===== src/rtl/cpu_ctrl_pkg.sv =====
// Shared encodings for the multicycle CPU control unit: opcodes, FSM states,
// PC-source and ALU-operation selects.
package cpu_ctrl_pkg;

  localparam int unsigned OP_W  = 4;
  localparam int unsigned IR_W  = 16;
  localparam int unsigned ST_W  = 3;
  localparam int unsigned SEL_W = 2;

  localparam logic [OP_W-1:0] OP_ADD = 4'h0;
  localparam logic [OP_W-1:0] OP_SUB = 4'h1;
  localparam logic [OP_W-1:0] OP_AND = 4'h2;
  localparam logic [OP_W-1:0] OP_OR  = 4'h3;
  localparam logic [OP_W-1:0] OP_LW  = 4'h4;
  localparam logic [OP_W-1:0] OP_SW  = 4'h5;
  localparam logic [OP_W-1:0] OP_BEQ = 4'h6;
  localparam logic [OP_W-1:0] OP_JMP = 4'h7;

  typedef enum logic [ST_W-1:0] {
    IDLE   = 3'd0,
    FETCH  = 3'd1,
    DECODE = 3'd2,
    EXEC   = 3'd3,
    MEM    = 3'd4,
    WB     = 3'd5,
    HALT   = 3'd6
  } state_t;

  localparam logic [SEL_W-1:0] PC_SRC_INC    = 2'b00;
  localparam logic [SEL_W-1:0] PC_SRC_BRANCH = 2'b01;
  localparam logic [SEL_W-1:0] PC_SRC_JUMP   = 2'b10;

  localparam logic [SEL_W-1:0] ALU_ADD = 2'b00;
  localparam logic [SEL_W-1:0] ALU_SUB = 2'b01;
  localparam logic [SEL_W-1:0] ALU_AND = 2'b10;
  localparam logic [SEL_W-1:0] ALU_OR  = 2'b11;

  // Loads and stores share the address-generation path through the ALU.
  function automatic logic is_mem_op(input logic [OP_W-1:0] op);
    return (op == OP_LW) || (op == OP_SW);
  endfunction

endpackage


===== src/rtl/ctrl_watchdog.sv =====
// Memory-response watchdog: counts cycles a request waits without ready and
// flags expiry on the TIMEOUT-th pending cycle unless ready arrives with it.
module ctrl_watchdog #(
  parameter int unsigned TIMEOUT = 15
) (
  input  logic clk,
  input  logic rst_n,
  input  logic clear,
  input  logic pending,
  input  logic ready,
  output logic expire
);

  localparam int unsigned CNT_W = (TIMEOUT < 2) ? 1 : $clog2(TIMEOUT + 1);

  logic [CNT_W-1:0] cnt;

  always_ff @(posedge clk or negedge rst_n) begin
    if (!rst_n) begin
      cnt <= '0;
    end else if (clear) begin
      cnt <= '0;
    end else if (pending && !ready) begin
      cnt <= cnt + CNT_W'(1);
    end
  end

  // A ready arriving in the expiry cycle wins over the timeout.
  assign expire = pending && !ready && (cnt == CNT_W'(TIMEOUT - 1));

endmodule


===== src/rtl/cpu_mc_controller.sv =====
// Multicycle control FSM for the 16-bit CPU: sequences fetch/decode/execute/
// memory/write-back, owns memory handshakes, halt detection and retire count.
module cpu_mc_controller
  import cpu_ctrl_pkg::*;
#(
  parameter int unsigned PC_W    = 12,
  parameter int unsigned CNT_W   = 16,
  parameter int unsigned TIMEOUT = 15
) (
  input  logic               clk,
  input  logic               rst_n,
  input  logic               run,
  input  logic [IR_W-1:0]    instr,
  input  logic [PC_W-1:0]    pc,
  input  logic               zero_flag,
  output logic               imem_req,
  input  logic               imem_ready,
  output logic               dmem_req,
  output logic               dmem_we,
  input  logic               dmem_ready,
  output logic               ir_load,
  output logic               pc_write,
  output logic [SEL_W-1:0]   pc_src,
  output logic [SEL_W-1:0]   alu_op,
  output logic               alu_src_imm,
  output logic               reg_write,
  output logic               wb_sel,
  output logic               halted,
  output logic               timeout_err,
  output logic               illegal_op,
  output logic [CNT_W-1:0]   retired,
  output logic [ST_W-1:0]    state_dbg
);

  state_t            state, next_state;
  logic [IR_W-1:0]   ir;
  logic [PC_W-1:0]   fetch_pc;
  logic [OP_W-1:0]   opcode;
  logic              retire_c;
  logic              set_illegal_c;
  logic              set_timeout_c;
  logic              wd_pending_c;
  logic              wd_ready_c;
  logic              wd_clear_c;
  logic              wd_expire_c;

  assign opcode    = ir[IR_W-1:IR_W-OP_W];
  assign state_dbg = ST_W'(state);

  assign wd_pending_c = (state == FETCH) || (state == MEM);
  assign wd_ready_c   = (state == FETCH) ? imem_ready : dmem_ready;
  assign wd_clear_c   = (next_state != state);

  ctrl_watchdog #(
    .TIMEOUT (TIMEOUT)
  ) u_watchdog (
    .clk     (clk),
    .rst_n   (rst_n),
    .clear   (wd_clear_c),
    .pending (wd_pending_c),
    .ready   (wd_ready_c),
    .expire  (wd_expire_c)
  );

  // State register plus the IR copy, fetch PC, sticky flags and retire count.
  always_ff @(posedge clk or negedge rst_n) begin
    if (!rst_n) begin
      state       <= IDLE;
      ir          <= '0;
      fetch_pc    <= '0;
      retired     <= '0;
      halted      <= 1'b0;
      timeout_err <= 1'b0;
      illegal_op  <= 1'b0;
    end else begin
      state <= next_state;
      if (state == FETCH && imem_ready) begin
        ir       <= instr;
        fetch_pc <= pc;
      end
      if (retire_c && (retired != '1)) begin
        retired <= retired + CNT_W'(1);
      end
      if (next_state == HALT && state != HALT) begin
        halted <= 1'b1;
      end
      if (set_timeout_c) begin
        timeout_err <= 1'b1;
      end
      if (set_illegal_c) begin
        illegal_op <= 1'b1;
      end
    end
  end

  // Next-state and Moore/ready-gated strobe decode.
  always_comb begin
    next_state    = state;
    imem_req      = 1'b0;
    dmem_req      = 1'b0;
    dmem_we       = 1'b0;
    ir_load       = 1'b0;
    pc_write      = 1'b0;
    pc_src        = PC_SRC_INC;
    alu_op        = ALU_ADD;
    alu_src_imm   = 1'b0;
    reg_write     = 1'b0;
    wb_sel        = 1'b0;
    retire_c      = 1'b0;
    set_illegal_c = 1'b0;
    set_timeout_c = 1'b0;

    unique case (state)
      IDLE: begin
        if (run) next_state = FETCH;
      end
      FETCH: begin
        imem_req = 1'b1;
        if (imem_ready) begin
          ir_load    = 1'b1;
          pc_write   = 1'b1;
          pc_src     = PC_SRC_INC;
          next_state = DECODE;
        end else if (wd_expire_c) begin
          set_timeout_c = 1'b1;
          next_state    = HALT;
        end
      end
      DECODE: begin
        if (opcode[OP_W-1]) begin
          set_illegal_c = 1'b1;
          retire_c      = 1'b1;
          next_state    = FETCH;
        end else if (opcode == OP_JMP) begin
          retire_c = 1'b1;
          if (ir[PC_W-1:0] == fetch_pc) begin
            next_state = HALT;
          end else begin
            pc_write   = 1'b1;
            pc_src     = PC_SRC_JUMP;
            next_state = FETCH;
          end
        end else begin
          next_state = EXEC;
        end
      end
      EXEC: begin
        if (is_mem_op(opcode)) begin
          alu_src_imm = 1'b1;
          alu_op      = ALU_ADD;
          next_state  = MEM;
        end else if (opcode == OP_BEQ) begin
          alu_op   = ALU_SUB;
          retire_c = 1'b1;
          if (zero_flag) begin
            pc_write = 1'b1;
            pc_src   = PC_SRC_BRANCH;
          end
          next_state = FETCH;
        end else begin
          alu_op     = opcode[SEL_W-1:0];
          next_state = WB;
        end
      end
      MEM: begin
        dmem_req    = 1'b1;
        dmem_we     = (opcode == OP_SW);
        alu_src_imm = 1'b1;
        if (dmem_ready) begin
          if (opcode == OP_SW) begin
            retire_c   = 1'b1;
            next_state = FETCH;
          end else begin
            next_state = WB;
          end
        end else if (wd_expire_c) begin
          set_timeout_c = 1'b1;
          next_state    = HALT;
        end
      end
      WB: begin
        reg_write  = 1'b1;
        wb_sel     = (opcode == OP_LW);
        retire_c   = 1'b1;
        next_state = FETCH;
      end
      HALT: begin
        next_state = HALT;
      end
      default: begin
        next_state = IDLE;
      end
    endcase
  end

endmodule


===== config.mk =====
export PLATFORM = sky130hd
export DESIGN_NAME = cpu_mc_controller
export DESIGN_NICKNAME = d
export VERILOG_FILES = /design/src/rtl/cpu_ctrl_pkg.sv /design/src/rtl/ctrl_watchdog.sv /design/src/rtl/cpu_mc_controller.sv
export SDC_FILE = /design/constraint.sdc
export NUM_CORES = 1
export LEC_CHECK = 0
export BUFFER_PORTS_ARGS = -buffer_cell sky130_fd_sc_hd__clkbuf_2
export CAP_MARGIN = 20
export CORE_ASPECT_RATIO = 0.6
export CORE_MARGIN = 2
export CORE_UTILIZATION = 54
export DETAILED_ROUTE_END_ITERATION = 7
export PLACE_DENSITY = 0.8
export SLEW_MARGIN = 25
export SYNTH_ARGS = -nofsm -noshare
export SYNTH_HDL_FRONTEND = slang
export SYNTH_SLANG_ARGS = --single-unit

===== constraint.sdc =====
create_clock -name clk -period 2.2 [get_ports clk]
set_input_delay 0.22 -clock clk [delete_from_list [all_inputs] [get_ports clk]]
set_output_delay 0.22 -clock clk [all_outputs]
set_load 0.01 [all_outputs]

==> Flow_metrics.wiki <==
{| class="wikitable"
! Metric !! Value
|-
| Worst hold slack across all endpoints || approximately 0.11 ns
|-
| Most frequently used cell type in the post-synthesis netlist || sky130_fd_sc_hd__dfrtp_1
|-
| Clock tree from TritonCTS || yes
|-
| Fraction of registers with async set or reset after synthesis || 1.00
|-
| WL final || 6.50 mm
|-
| Largest family of logic cells by synthesized area || simple AND/OR/NAND/NOR gates
|-
| Sum of met3 wire segment lengths after detailed routing || around 440 um
|-
| Cell variety after synth || between 50 and 60
|-
| Setup repair after global routing missed its margin || no
|-
| Max layer used || met4
|-
| Post-route clock skew || approximately 0.0088 ns
|-
| Highest net fanout along the worst path || 10
|-
| PnR Total Power || between 0.004 and 0.005 W
|-
| VDD IR-drop max || between 0.0006 and 0.0007 V
|-
| Final clock period utilization by the worst path || 0.964
|-
| Post-Route M1 WL || a little over 3 mm
|-
| Final Max Tran Viols || 0
|-
| Synthesis Warnings || 0
|-
| Endpoint arrival time on the critical path || approximately 1.9 ns
|-
| Layout net count || about 370
|-
| Slew at the pin with the worst max-slew slack || approximately 0.67 ns
|-
| Basic-gate share of the synthesized area counting and, or, nand and nor cells || 0.167
|-
| Synthesized flop and latch total || 54
|-
| Reg clk slew, reported paths || between 0.1 and 0.15 ns
|-
| Max-cap check violation count || 0
|-
| Launching element type of the critical path || flip-flop
|-
| Number of violations reported at the end of detailed-routing iteration 0 || ~110
|-
| Hold Crit Class || primary input to flip-flop
|-
| Net Count, Synth || ~290
|-
| Full die area || ~0.006 sq mm
|-
| Pleak || 1.61 nW
|-
| Crit path required time || 1.98 ns
|-
| Total congestion overflow after global routing || 0
|-
| CP endpoint || pc_write
|-
| Routed met2 length || 2.91 mm
|-
| Overall global routing resource usage || 0.229
|-
| Vias per inst || between 5 and 6
|-
| Height of the chip || around 60 um
|-
| Antenna violations before repair || 0
|-
| Worst slew margin relative to its limit || 0.552
|-
| Number of cells traversed by the worst register-to-register path || 7
|-
| Initial core utilization || 0.562
|-
| Number of global-route vias before repair || 2149
|-
| Shortest clock period the worst path allows after layout || about 2.1 ns
|-
| Cell types with the highest counts after synthesis || sky130_fd_sc_hd__dfrtp_1 (54), sky130_fd_sc_hd__xnor2_1 (28), sky130_fd_sc_hd__mux2_2 (25)
|-
| Share of the synthesized area in the top cell type || 0.474
|-
| Worst slack after detailed placement || between 0.1 and 0.15 ns
|-
| Pin count of the biggest net entering global routing || 30
|-
| Floorplan core area || just over 0.005 sq mm
|-
| End of the worst register-to-register path || retired[7]
|-
| Via Count || 2329
|-
| Capturing element type of the critical path || primary output
|-
| Number of buffers created by CTS || 5
|-
| Count of antenna-violating nets left after detailed routing || 0
|-
| Horizontal die dimension || 97.8 um
|-
| Post-layout worst setup margin || roughly 0.080 ns
|-
| Reg-to-reg setup timing slack || between 0.1 and 0.15 ns
|-
| Number of ports placed on the die boundary || about 70
|-
| Total power density per cell area || between 1000 and 1500 mW/mm^2
|-
| Number of input and output port buffers inserted || 67
|-
| First-pass GRT wire length || between 10 and 15 mm
|-
| Per-instance average area after synthesis || between 10 and 15 sq um
|-
| Final hold violation count || 0
|-
| Setup CP Type || flip-flop to primary output
|-
| Source of the critical timing path || state_dbg[1]
|-
| Buffer levels on the longest clock path || 2
|-
| Number of antenna cells inserted || 0
|-
| Synthesized-area fraction occupied by ao, oa, aoi and oai cells || 0.0961
|-
| Clock sink count || 54
|-
| Most area-consuming cells after synthesis || sky130_fd_sc_hd__dfrtp_1 (47%), sky130_fd_sc_hd__mux2_2 (9.9%), sky130_fd_sc_hd__xnor2_1 (8.6%), sky130_fd_sc_hd__nand4_1 (4.2%), sky130_fd_sc_hd__and3_1 (1.8%)
|-
| Critical register-to-register path startpoint || state_dbg[2]
|-
| Synth Area in XOR/XNOR || 0.0921
|-
| Routability cong. || approximately 0.95
|-
| Number of rows created at floorplan || 20
|-
| Setup TNS after final layout || 0 ns
|-
| Filler cell count || ~390
|-
| Gate count of the mapped netlist || roughly 250
|-
| Avg WL per Cell || ~16 um
|-
| Most used flip-flop cell after synthesis || sky130_fd_sc_hd__dfrtp_1
|-
| Cell at the root of the clock tree || sky130_fd_sc_hd__clkbuf_8
|-
| Run status || complete, no violations
|-
| Fraction of the mapped netlist area in adder cells || 0.0175
|-
| Insertion delay to the later sink of the worst-skew pair || 0.32 ns
|-
| Total half-perimeter wirelength after legalization and detailed placement || just under 5 mm
|-
| Netlist area before placement || approximately 0.0029 sq mm
|-
| Fraction of the yosys area taken by sequential cells || 0.474
|-
| Fraction of layout cells with a size suffix above 1 || 0.401
|-
| Area overhead of the layout relative to synthesis || 22.1%
|-
| H-Tree Level Count || 2
|-
| Cell type contributing the most total cell area after synthesis || sky130_fd_sc_hd__dfrtp_1
|-
| Total setup violations reported at the end of the flow || 0
|-
| Maximum clock frequency || ~0.47 GHz
|-
| Multiplexer area fraction after synthesis || 0.114
|-
| First drt pass iteration count || 4
|-
| Number of synthesized flops with an enable pin || 0
|-
| Remaining DRCs || 0
|}
placed cells by master (no fill, tap or decap), types with 2 or more instances in the layout:
cell type	instances
sky130_fd_sc_hd__a21o_1	3
sky130_fd_sc_hd__a21oi_1	5
sky130_fd_sc_hd__a31oi_1	2
sky130_fd_sc_hd__a41o_1	2
sky130_fd_sc_hd__and2_1	3
sky130_fd_sc_hd__and3_1	8
sky130_fd_sc_hd__buf_4	17
sky130_fd_sc_hd__clkbuf_2	67
sky130_fd_sc_hd__clkbuf_8	5
sky130_fd_sc_hd__clkinv_4	2
sky130_fd_sc_hd__dfrtp_1	53
sky130_fd_sc_hd__ha_1	4
sky130_fd_sc_hd__inv_1	7
sky130_fd_sc_hd__mux2_1	3
sky130_fd_sc_hd__mux2_2	25
sky130_fd_sc_hd__nand2_1	8
sky130_fd_sc_hd__nand2b_1	3
sky130_fd_sc_hd__nand3_1	3
sky130_fd_sc_hd__nand3b_1	2
sky130_fd_sc_hd__nand4_1	19
sky130_fd_sc_hd__nor2_1	10
sky130_fd_sc_hd__nor3_1	10
sky130_fd_sc_hd__nor4_1	2
sky130_fd_sc_hd__o211ai_1	6
sky130_fd_sc_hd__o21ai_0	4
sky130_fd_sc_hd__o22ai_1	2
sky130_fd_sc_hd__or3b_2	3
sky130_fd_sc_hd__xnor2_1	28
sky130_fd_sc_hd__xor2_1	2
worst max-delay path: stages (launching register included):
cell and delay, ns:
sky130_fd_sc_hd__dfrtp_1 0.40, sky130_fd_sc_hd__buf_4 0.17, sky130_fd_sc_hd__or3b_4 0.41, sky130_fd_sc_hd__inv_2 0.08
sky130_fd_sc_hd__and2_4 0.17, sky130_fd_sc_hd__buf_12 0.12, sky130_fd_sc_hd__a21o_1 0.09, sky130_fd_sc_hd__clkbuf_2 0.12
through the flow:
step / std cells / util / cell area, sq um
after floorplan: 254 / - / 2850
after global placement: 383 / 0.642 / 3260
after detailed placement: 383 / 0.642 / 3260
after CTS: 393 / 0.670 / 3410
after global routing: 403 / 0.685 / 3480
final: 403 / 0.685 / 3480
power by group:
part           internal (W)  switching (W)  leakage [nW]
registers           0.00135       0.000335         0.674
logic               0.00110        0.00101         0.887
clock network      0.000237       0.000361        0.0502
flip-flops by register name (all words and copies together) (netlist names):
name	flops
ir	16
retired	16
fetch_pc	12
u_watchdog.cnt	4
state_dbg	3
halted	1
illegal_op	1
timeout_err	1
worst min path at each step:
stage	endpoint	cells past startpoint	startpoint	slack (ns)
CTS	fetch_pc[8]	2	pc[8]	0.11
global route	ir[4]	2	instr[4]	0.11
global placement	fetch_pc[0]	1	rst_n	0.29
detailed placement	ir[0]	1	rst_n	0.29
finish	ir[4]	2	instr[4]	0.11
floorplan	fetch_pc[0]	0	rst_n	-0.08
timing repair:
item	in CTS	in global routing
buffers inserted	0	10
endpoints found under the hold margin	27	0
hold buffers	1	0
endpoints found under the setup margin	2	1
cloned	1	0
resized for setup	3	1
logic make-up (layout without fill, tap and decap cells):
kind of cell / count (synthesis) / count (layout)
xor+xnor: 30 / 30
flops: 54 / 54
buf+inv: 20 / 103
mux: 29 / 29
fa+ha+maj: 4 / 4
compound gates: 37 / 37
simple gates: 80 / 80
cell type report:
cell class | instances | area [sq um] | area share
clock inverters | 3 | 28.8 | 0.00826
multi-input cells | 180 | 1390 | 0.400
well taps | 66 | 82.6 | 0.0237
inverters | 8 | 30.0 | 0.00862
clock buffers | 5 | 68.8 | 0.0198
repair buffers | 87 | 526 | 0.151
flip-flops and latches | 54 | 1350 | 0.388
routing by layer:
layer  vias up  GRT usage
met1      1137      0.328
li1       1093          -
met2        89      0.354
met3        10     0.0585
met4         0     0.0595
met5         -          0
Power figures use the tool's default switching activity.
